**config.mk**
```make
export PLATFORM = sky130hd
export DESIGN_NAME = timer_ctrl
export DESIGN_NICKNAME = d
export VERILOG_FILES = /design/src/rtl/timer_ctrl_pkg.sv /design/src/rtl/tick_prescaler.sv /design/src/rtl/timer_ctrl.sv
export SDC_FILE = /design/constraint.sdc
export NUM_CORES = 1
export LEC_CHECK = 0
export ABC_AREA = 0
export CAP_MARGIN = 20
export CORE_MARGIN = 2
export CORE_UTILIZATION = 30
export CTS_BUF_LIST = sky130_fd_sc_hd__clkbuf_8 sky130_fd_sc_hd__clkbuf_16
export DETAILED_ROUTE_END_ITERATION = 10
export HOLD_SLACK_MARGIN = 0.03
export MAX_ROUTING_LAYER = met4
export SETUP_SLACK_MARGIN = 0.5
export SYNTH_ARGS = -nofsm -noshare
export SYNTH_HDL_FRONTEND = slang
export SYNTH_SLANG_ARGS = --single-unit
```
**constraint.sdc**
```tcl
create_clock -name clk -period 2.1 [get_ports clk]
set_input_delay 0.315 -clock clk [delete_from_list [all_inputs] [get_ports clk]]
set_output_delay 0.315 -clock clk [all_outputs]
set_load 0.02 [all_outputs]
```
**src/rtl/timer_ctrl_pkg.sv**
```systemverilog
// -----------------------------------------------------------------------------
// timer_ctrl_pkg
// Shared types and constants for the interval-timer controller.
//   state_t      : controller phase (IDLE, RUN, PAUSE, DONE)
//   MODE_ONESHOT : stop in DONE after the terminal tick
//   MODE_RELOAD  : reload the counter and keep running after the terminal tick
// -----------------------------------------------------------------------------
package timer_ctrl_pkg;

    typedef enum logic [1:0] {
        IDLE  = 2'd0,
        RUN   = 2'd1,
        PAUSE = 2'd2,
        DONE  = 2'd3
    } state_t;

    localparam logic MODE_ONESHOT = 1'b0;
    localparam logic MODE_RELOAD  = 1'b1;

endpackage : timer_ctrl_pkg

```
**src/rtl/tick_prescaler.sv**
```systemverilog
// -----------------------------------------------------------------------------
// tick_prescaler
// Divides the clock by div+1 while enabled. The internal counter holds its
// value while en is low, so a paused timer resumes mid-prescale.
// Ports:
//   clk, rst_n : clock, asynchronous active-low reset
//   en         : count this cycle
//   clr        : restart the prescale interval (wins over en)
//   div        : divisor minus one
//   tick       : combinational strobe, high in the enabled cycle that ends an
//                interval
// -----------------------------------------------------------------------------
module tick_prescaler #(
    parameter int PRE_W = 4
) (
    input  logic             clk,
    input  logic             rst_n,
    input  logic             en,
    input  logic             clr,
    input  logic [PRE_W-1:0] div,
    output logic             tick
);

    logic [PRE_W-1:0] cnt;

    assign tick = en && (cnt == div);

    // NOTE: sequential state uses non-blocking assignments so every register
    // samples pre-edge values regardless of statement order.
    always_ff @(posedge clk or negedge rst_n) begin
        if (!rst_n) begin
            cnt <= '0;
        end else if (clr) begin
            cnt <= '0;
        end else if (en) begin
            cnt <= tick ? '0 : cnt + PRE_W'(1);
        end
    end

endmodule : tick_prescaler

```
**src/rtl/timer_ctrl.sv**
```systemverilog
// -----------------------------------------------------------------------------
// timer_ctrl
// Programmable interval timer: a WIDTH-bit down-counter stepped by a prescaled
// tick, with one-shot / auto-reload modes, a one-cycle terminal strobe and a
// sticky interrupt.
// Ports:
//   cfg_load/cfg_value/cfg_pre/cfg_mode : configuration latch (not in RUN)
//   start / stop / clear                : command pulses (clear > stop > start
//                                         > cfg_load)
//   irq_ack                             : clears irq
//   count                               : current counter value
//   busy                                : registered, high while in RUN
//   tc_pulse                            : one-cycle strobe on the terminal tick
//   irq                                 : sticky terminal-count interrupt
// -----------------------------------------------------------------------------
module timer_ctrl
    import timer_ctrl_pkg::*;
#(
    parameter int WIDTH = 4,
    parameter int PRE_W = 4
) (
    input  logic             clk,
    input  logic             rst_n,
    input  logic             cfg_load,
    input  logic [WIDTH-1:0] cfg_value,
    input  logic [PRE_W-1:0] cfg_pre,
    input  logic             cfg_mode,
    input  logic             start,
    input  logic             stop,
    input  logic             clear,
    input  logic             irq_ack,
    output logic [WIDTH-1:0] count,
    output logic             busy,
    output logic             tc_pulse,
    output logic             irq
);

    state_t           state;
    state_t           state_next;
    logic [WIDTH-1:0] reload;
    logic [PRE_W-1:0] pre_reg;
    logic             mode_reg;

    // Commands that actually take effect, already resolved by priority.
    logic do_clear, do_stop, do_start, do_load;
    logic fresh_start;
    logic tick, terminal;

    assign do_clear    = clear;
    assign do_stop     = !do_clear && stop && (state == RUN);
    assign do_start    = !do_clear && !do_stop && start &&
                         ((state == PAUSE) ||
                          (((state == IDLE) || (state == DONE)) && (reload != '0)));
    assign do_load     = !do_clear && !do_stop && !do_start && cfg_load && (state != RUN);
    assign fresh_start = do_start && (state != PAUSE);

    // The prescaler is held on the stop edge too, so a tick due at that edge
    // is not lost and a resumed run consumes exactly the remaining ticks.
    tick_prescaler #(.PRE_W(PRE_W)) u_prescaler (
        .clk   (clk),
        .rst_n (rst_n),
        .en    ((state == RUN) && !clear && !stop),
        .clr   (do_clear || fresh_start || do_load),
        .div   (pre_reg),
        .tick  (tick)
    );

    assign terminal = tick && (count == WIDTH'(1));

    always_ff @(posedge clk or negedge rst_n) begin
        if (!rst_n) begin
            state <= IDLE;
        end else begin
            state <= state_next;
        end
    end

    // NOTE: state_next gets a default before any branch so no path leaves it
    // unassigned, which would otherwise infer a latch.
    always_comb begin
        state_next = state;
        if (do_clear) begin
            state_next = IDLE;
        end else if (do_stop) begin
            state_next = PAUSE;
        end else if (do_start) begin
            state_next = RUN;
        end else if (terminal && (mode_reg == MODE_ONESHOT)) begin
            state_next = DONE;
        end
    end

    always_ff @(posedge clk or negedge rst_n) begin
        if (!rst_n) begin
            count    <= '0;
            reload   <= '0;
            pre_reg  <= '0;
            mode_reg <= MODE_ONESHOT;
            busy     <= 1'b0;
            tc_pulse <= 1'b0;
            irq      <= 1'b0;
        end else begin
            busy     <= (state_next == RUN);
            tc_pulse <= terminal;

            if (do_clear) begin
                irq <= 1'b0;
            end else if (terminal) begin
                irq <= 1'b1;            // set wins over a same-cycle ack
            end else if (irq_ack) begin
                irq <= 1'b0;
            end

            if (do_clear) begin
                count <= reload;
            end else if (fresh_start) begin
                count <= reload;
            end else if (do_load) begin
                reload   <= cfg_value;
                pre_reg  <= cfg_pre;
                mode_reg <= cfg_mode;
                count    <= cfg_value;
            end else if (tick) begin
                if (count != WIDTH'(1)) begin
                    count <= count - WIDTH'(1);
                end else if (mode_reg == MODE_RELOAD) begin
                    count <= reload;
                end else begin
                    count <= '0;
                end
            end
        end
    end

endmodule : timer_ctrl

```
# ---- Word-level counts from Yosys, hierarchy flattened
# Cells that the tools add are included.
dict set report op_classes {
  reduce_logical 29
  n_eq_ne 9
  addsub 2
  bitwise_logic 3
  mux 16
}
# op n
set op_table {}
lappend op_table {{2-to-1 mux 4 bit} 9}
lappend op_table {{logical AND 1 bit} 15}
lappend op_table {{2-to-1 mux 2 bit} 4}
lappend op_table {{nonzero test 4 bit} 2}
lappend op_table {{adder 4 x 1 -> 4 bit, second input constant} 1}
lappend op_table {{== test 2 x 1 -> 1 bit, second input constant} 2}
lappend op_table {{== test 2 bit, second input constant} 2}
lappend op_table {{== test 4 x 1 -> 1 bit, second input constant} 1}
lappend op_table {{== test 4 bit} 1}
lappend op_table {{zero test 1 bit} 4}
lappend op_table {{logical OR 1 bit} 4}
lappend op_table {{!= test 4 x 1 -> 1 bit, second input constant} 1}
lappend op_table {{subtractor 4 x 1 -> 4 bit, second input constant} 1}
lappend op_table {{2-to-1 mux 1 bit} 3}
lappend op_table {{NOT 1 bit} 3}
lappend op_table {{AND reduction 3 bit} 1}
lappend op_table {{nonzero test 3 bit} 1}
lappend op_table {{zero test 2 bit} 1}
lappend op_table {{!= test 2 x 1 -> 1 bit, second input constant} 1}
lappend op_table {{!= test 2 bit, second input constant} 1}
lappend op_table {{nonzero test 2 bit} 1}
dict set report totals {
  elab_cells 68
  output_inout_bits 7
  input_bits 16
  ff_bits 22
}

# ---- Logic depth before layout (Yosys ltp)
# Gate-level depths: netlist of run 1.
dict set report logic_depth {
  word_depth 14
  ltp_mapped 9
  ltp_nobuf 7
}

# ---- Hierarchy
# A second synthesis of run 1 with hierarchy kept.
dict set report unflattened {
  cells_unflattened 123
  hier_area_um2 1276.2
}
# module area_each_um2 n_inst cells_per_inst seq_area_each_um2
set modules_own_cells {}
lappend modules_own_cells {timer_ctrl 1006.0 1 97 450.4}
lappend modules_own_cells {tick_prescaler 270.3 1 26 100.1}

# ---- Least setup slack after synthesis of run 1
# No wires, ideal clock.
dict set report synth_timing {
  path_type {register to register}
  from {register reload[0]}
  to {register count[3]}
  required_time_ps 1979
  setup_ps 121
  period_less_slack_ps 1973
  path_buffers 1
  slack_ps 127
  t_arrival_ps 1852
  path_stages_with_launch 7
  path_cell_list {dfrtp_1 -> o41a_1 -> o211a_1 -> or3_1 -> buf_6 -> and3_4 -> o22a_1}
}
dict set report synth_via {
  elab_chain_len 11
  word_cells_on_any_way 13
  cone_classes {3 x mux; 10 x reduce/logical}
}
# item line_no
set synth_rtl {}
lappend synth_rtl {{start: declaration} timer_ctrl.sv:40} ;# logic [WIDTH-1:0] reload;
lappend synth_rtl {{start signal: assignment} timer_ctrl.sv:119} ;# reload <= cfg_value;
lappend synth_rtl {{nonzero test 4 bit (*)} timer_ctrl.sv:53} ;# (((state == IDLE) || (state == DONE)) && (reload != '0)));
lappend synth_rtl {{logical AND 1 bit (*)} timer_ctrl.sv:53}
lappend synth_rtl {{logical OR 1 bit (*)} timer_ctrl.sv:52} ;# ((state == PAUSE) ||
lappend synth_rtl {{logical AND 1 bit (*)} timer_ctrl.sv:51} ;# assign do_start = !do_clear && !do_stop && start &&
lappend synth_rtl {{zero test 1 bit} timer_ctrl.sv:54} ;# assign do_load = !do_clear && !do_stop && !do_start && cfg_load && (state != RUN);
lappend synth_rtl {{logical AND 1 bit (3 in a row)} timer_ctrl.sv:54}
lappend synth_rtl {{2-to-1 mux 4 bit} timer_ctrl.sv:118} ;# end else if (do_load) begin
lappend synth_rtl {{2-to-1 mux 4 bit} timer_ctrl.sv:116} ;# end else if (fresh_start) begin
lappend synth_rtl {{2-to-1 mux 4 bit} timer_ctrl.sv:114} ;# if (do_clear) begin
lappend synth_rtl {{end signal: assignment} timer_ctrl.sv:115} ;# count <= reload;
lappend synth_rtl {{end signal: assignment} timer_ctrl.sv:117} ;# count <= reload;
lappend synth_rtl {{end signal: assignment} timer_ctrl.sv:122} ;# count <= cfg_value;
lappend synth_rtl {{end: declaration} timer_ctrl.sv:32} ;# output logic [WIDTH-1:0] count,
# Every way passes the cells marked *; elsewhere a longest branch is shown, timed or not.
# A chain may end at the register's enable or synchronous reset.

# ---- Worst setup path after layout of run 1
dict set report layout_timing {
  from {register reload[2]}
  to {register count[3]}
}
# The elaborated chain is that of the path after synthesis.

==> metrics.txt, run 1 <==
outcome=finished clean; Hold Crit Class=input pin to async pin; Final Hold Viols=0; antenna-violating nets left=0; final std cells w/o fill=approximately 240; Synth area leader=dfrtp_1; placed cell count=213; R2R Setup Slk=around 0.17 ns; I/O Buffers=22; final hold slack=~0.39 ns; final worst slack=about 0.17 ns; Leakage=between 0.8 and 0.9 nW; Slew Viols, Final=0; number of diodes=0; top-count cell post-synth=nand2_1; Worst setup SP type=flop; Slew headroom=79.2%; Initial Util=a little under a third; top-area cell type share of the netlist area=45.0%; Iteration-0 DRC Markers=44; largest net degree at the start of global routing=23; worst r2r src=reload[2]; Cell variety after synth=40; DRC errors left=0; Clock transition at path regs=roughly 0.080 ns; drt wl/cell=approximately 14 um; Worst EP arrival=2.09 ns; GRT Overall Usage=15.1%; Syn Area/Cell=a little over 9 sq um; Post-Route Skew=approximately 0.0055 ns; post-synthesis sequential area ratio=45.0%; fin crit share=about nine tenths; Hold Buf Count CTS=0; initial antenna violation count=0; Critical Path End=count[3]; row count=23; share of cells above drive strength 1=between 30% and 40%; CP startpoint=reload[2]; met3 WL post-DR=130 um; GP Congestion=roughly 0.84; Post-DP HPWL=2.14 mm; number of synthesized register bits=22; post-route core utilization=between 40% and 50%; Mapped Cells=about 140; vias in the first global route=between 1000 and 1500; Die Span X=around 68 um; clk sink count=22; Worst-Skew Late Latency=approximately 0.27 ns; fillers=about 380; RSZ-0062 raised after global routing=yes; ranking of synthesized cells by area=dfrtp_1, nand2_1, ha_1; area used by multi-input combinational logic=~750 sq um; CP required=about 2.3 ns; synthesized cell area=around 1200 sq um; number of synthesized flops with an enable pin=0; Yosys Warn Count=0; Post-Place Worst Slack=-0.0309 ns; synthesis-to-layout area growth=57.4%; maximum clock rate=about 0.52 GHz; Core Area=a little under 4000 sq um; # setup viols final=0; worst vdd ir=roughly 0.33 mV; Tmin final=a little under 2 ns; die height=67.8 um; crit path kind=flop to flop; Top-Level Pins=23; top cells by count, synth=nand2_1, dfrtp_1, inv_1, a21oi_1, nor2_1; root buffer selected by CTS=clkbuf_8; top sig layer=met4; drt total wl=between 3 and 4 mm; CTS buffer count=3; CTS tree=yes; met1 WL=approximately 1.4 mm; Max clock buf depth=2; die area=around 4600 sq um; sequential cell area=~550 sq um; DP Area=about 1600 sq um; FFs w/ async S/R, synth=between 90% and 100%; r2r endpoint=count[3]; DRT Pass-1 Iters=4; Vias=1162; Final nets=between 200 and 250; DR WL met2=1.58 mm; CTS H-tree lvls=1; Least-Margin Pin Slew=between 0.3 and 0.4 ns; PD cells=~820 nW/um^2; Synth Net Count=156; global-route wire length before repair=between 5 and 6 mm; vias per std cell=roughly 4.9; worst-path maximum fanout=8; worst r2r path cells=5; grt total ovfl=0; Max Cap Viol=0; main flop type after synthesis=dfrtp_1; Finished Cell Area=between 1500 and 2000 sq um; Worst setup EP type=flop
## layout by cell type, fill, tap and decap left out, drive strengths merged, types with 3 or more instances in the layout
master,synthesis,layout
o21ai,6,6
clkdlybuf4s50,0,16
a21oi,6,6
nand2,31,31
inv,7,7
buf,3,30
nor2,6,6
nand3,5,5
dlygate4sd2,0,4
clkbuf,2,3
dfrtp,22,22
xnor2,4,4
a22oi,3,3
or3,3,3
ha,5,5
## per-stage QoR
stage                     total power, mW  setup TNS (ns)
after floorplan                     0.846               0
after global placement               1.03               0
after detailed placement             1.03         -0.0309
after CTS                            1.51               0
after global routing                 1.67               0
final                                1.58               0
## worst min-delay path by stage
stage / start / endpoint / slack, ns / cells past startpoint
final: rst_n / state[0] / 0.39 / 2
after global placement: pre_reg[3] / pre_reg[3] / 0.49 / 2
after floorplan: rst_n / busy / 0.02 / 0
after detailed placement: pre_reg[3] / pre_reg[3] / 0.48 / 2
after global routing: rst_n / state[0] / 0.42 / 2
after CTS: rst_n / state[1] / 0.41 / 2
## power breakdown
| part | leakage, nW | switching, mW | internal (mW) | total [mW] |
|---|---|---|---|---|
| logic | 0.546 | 0.266 | 0.320 | 0.586 |
| clock network | 0.0357 | 0.147 | 0.255 | 0.402 |
| registers | 0.282 | 0.0916 | 0.499 | 0.591 |
| total | 0.864 | 0.505 | 1.07 | 1.58 |
## cells by family (layout without fill, tap and decap cells)
logic type	count (synthesis)	count (layout)	share of synthesized area, %
compound gates	32	32	18.4
xor+xnor	6	6	4.30
fa+ha+maj	5	5	5.12
buf+inv	12	63	4.50
flops	22	22	45.0
simple gates	58	58	22.6
## cell type report
class	count	area share, %
Tap cell	50	3.25
Timing Repair Buffer	52	24.2
Multi-Input combinational cell	101	38.8
Inverter	7	1.37
Sequential cell	22	28.7
Clock inverter	1	1.56
Clock buffer	3	2.15
## routing by layer
| metal | global-route usage, % | vias up |
|---|---|---|
| met2 | 24.9 | 31 |
| met3 | 2.14 | 7 |
| li1 | - | 576 |
| met1 | 17.2 | 548 |
| met4 | 9.75 | 0 |
| met5 | - | - |
## timing repair
item | 4_1_cts | 5_1_grt
endpoints found under the hold margin | 0 | 0
pin swaps | 17 | 6
resized for setup | 25 | 14
cloned | 0 | 0
buffers inserted | 11 | 8
setup endpoints to repair | 23 | 22
## critical path, cell delays in order, from the launching register on
cell	delay (ns)
dfrtp_1	0.39
o41a_1	0.45
o211a_1	0.25
or3_4	0.39
and3_4	0.20
o22a_1	0.15
Note: power is estimated with default switching activity, not from simulation.
==> run 2: changes to the inputs <==
--- a/config.mk
+++ b/config.mk
@@ -8,11 +8,12 @@
 export ABC_AREA = 0
 export CAP_MARGIN = 20
 export CORE_MARGIN = 2
-export CORE_UTILIZATION = 30
+export CORE_UTILIZATION = 45
 export CTS_BUF_LIST = sky130_fd_sc_hd__clkbuf_8 sky130_fd_sc_hd__clkbuf_16
 export DETAILED_ROUTE_END_ITERATION = 10
 export HOLD_SLACK_MARGIN = 0.03
 export MAX_ROUTING_LAYER = met4
+export PLACE_DENSITY = 0.73
 export SETUP_SLACK_MARGIN = 0.5
 export SYNTH_ARGS = -nofsm -noshare
 export SYNTH_HDL_FRONTEND = slang
==> run 2 against run 1 <==
  * Sequential share of layout area up 1.7 points
  * Hold slack lost 0.0060 ns
  * Fmax decreased by 2.1%
  * Flip-flop and latch count unchanged
  * Clock power hardly changed
  * Final area shrank 5.6%
  * Count of clock-buffer cells in the layout stayed put
  * Critical endpoint is now count[1]
  * Combinational power about the same
  * Largest cell class unchanged
  * Largest power group unchanged
==> metrics.txt, run 2 (same netlist as run 1, synthesis figures left out) <==
global-route wire length before repair=5.64 mm; outcome=finished clean; Top-Level Pins=23; Post-Route Skew=about 0.0024 ns; Initial Util=a little under 50%; worst-path maximum fanout=4; Iteration-0 DRC Markers=49; Max Cap Viol=0; # setup viols final=0; most frequent cells in the layout=nand2_1, buf_4, dfrtp_1, clkdlybuf4s50_1; I/O Buffers=22; Slew headroom=62.0%; vias per std cell=just under 6; Leakage=a little over 0.8 nW; antenna-violating nets left=0; Die Span X=between 50 and 60 um; largest net degree at the start of global routing=23; area used by multi-input combinational logic=713 sq um; Worst setup SP type=flop; Core Area=approximately 2500 sq um; row count=18; GP Congestion=slightly above 0.8; fin crit share=a little over nine tenths; vias in the first global route=1263; sequential cell area=roughly 550 sq um; Worst EP arrival=around 2.1 ns; total power=1.58 mW; Tmin final=~2 ns; Clock transition at path regs=0.08 ns; RSZ-0062 raised after global routing=yes; number of diodes=0; Hold Crit Class=input pin to async pin; most common cell after layout, fill and taps aside=nand2_1; Max clock buf depth=2; fillers=~190; CP required=2.25 ns; Final nets=203; Slew Viols, Final=0; Post-DP HPWL=around 2.1 mm; PD cells=just under 900 nW/um^2; DRC errors left=0; DRT Pass-1 Iters=5; CTS tree=yes; CTS buffer count=3; drt wl/cell=~16 um; Vias=between 1000 and 1500; Hold Buf Count CTS=0; clk sink count=22; Final TNS setup=0 ns; initial antenna violation count=0; crit path kind=flop to flop; Finished Cell Area=roughly 1800 sq um; grt total ovfl=0; Worst-Skew Late Latency=~0.27 ns; synthesis-to-layout area growth=48.6%; CTS H-tree lvls=1; maximum clock rate=0.508 GHz; final std cells w/o fill=~210; share of cells above drive strength 1=roughly 30%; Final Hold Viols=0; Least-Margin Pin Slew=approximately 0.57 ns; DP Area=approximately 1500 sq um; die area=approximately 3100 sq um; placed cell count=roughly 190; root buffer selected by CTS=clkbuf_8; GRT Overall Usage=approximately a quarter; Worst setup EP type=flop; worst vdd ir=0.579 mV; die height=about 56 um; drt total wl=around 3.5 mm
## run 2: power breakdown
| group | total [mW] | internal (mW) | switching (mW) |
|---|---|---|---|
| clock network | 0.400 | 0.255 | 0.145 |
| registers | 0.591 | 0.499 | 0.0919 |
| logic | 0.587 | 0.307 | 0.280 |
## run 2: path summary, 6_finish.rpt
kind / start / depth (start not counted) / endpoint / slack [ns]
max in group asynchronous: rst_n / 2 / count[1] / 1.47
min in group clk: clear / 2 / irq / 0.48
worst max register to register: reload[2] / 6 / count[1] / 0.13
worst min-delay path: rst_n / 2 / reload[3] / 0.38
worst max-delay path: reload[2] / 6 / count[1] / 0.13
worst min register to register: pre_reg[2] / 2 / pre_reg[2] / 0.54
## run 2: stage by stage
stage / hold slack (ns) / worst slack, ns / utilization, %
after floorplan: 0.0194 / 0.172 / -
after detailed placement: 0.491 / -0.0264 / 59.8
after CTS: 0.401 / 0.180 / 70.8
final: 0.385 / 0.130 / 72.0
after global placement: 0.482 / 0.0602 / 59.8
after global routing: 0.423 / 0.0510 / 72.0
## run 2: what timing repair did
action | 4_1_cts | 5_1_grt
pin swaps | 13 | 1
endpoints found under the setup margin | 23 | 20
gates resized for setup | 24 | 4
cloned | 1 | 0
setup buffers | 15 | 2
## run 2: routing by layer
layer | up-vias | part of all wire, % | GRT usage, %
met5 | - | 0 | -
met4 | 0 | 2.6 | 12.6
met3 | 11 | 7.7 | 6.28
met2 | 58 | 50 | 39.7
met1 | 586 | 40 | 25.0
li1 | 564 | - | -
## run 2: worst max-delay path: stages (launching register included)
cell	delay, ns
dfrtp_1	0.40
o41a_1	0.47
o211a_1	0.27
buf_4	0.14
or3_4	0.36
o211ai_1	0.13
a2bb2oi_2	0.08
## run 2: cell type report
cell class,count,area share (%)
Sequential cell,22,30.4
Tap cell,30,2.07
Inverter,7,1.45
Timing Repair Buffer,46,22.9
Clock inverter,1,1.65
Multi-Input combinational cell,102,39.3
Clock buffer,3,2.27
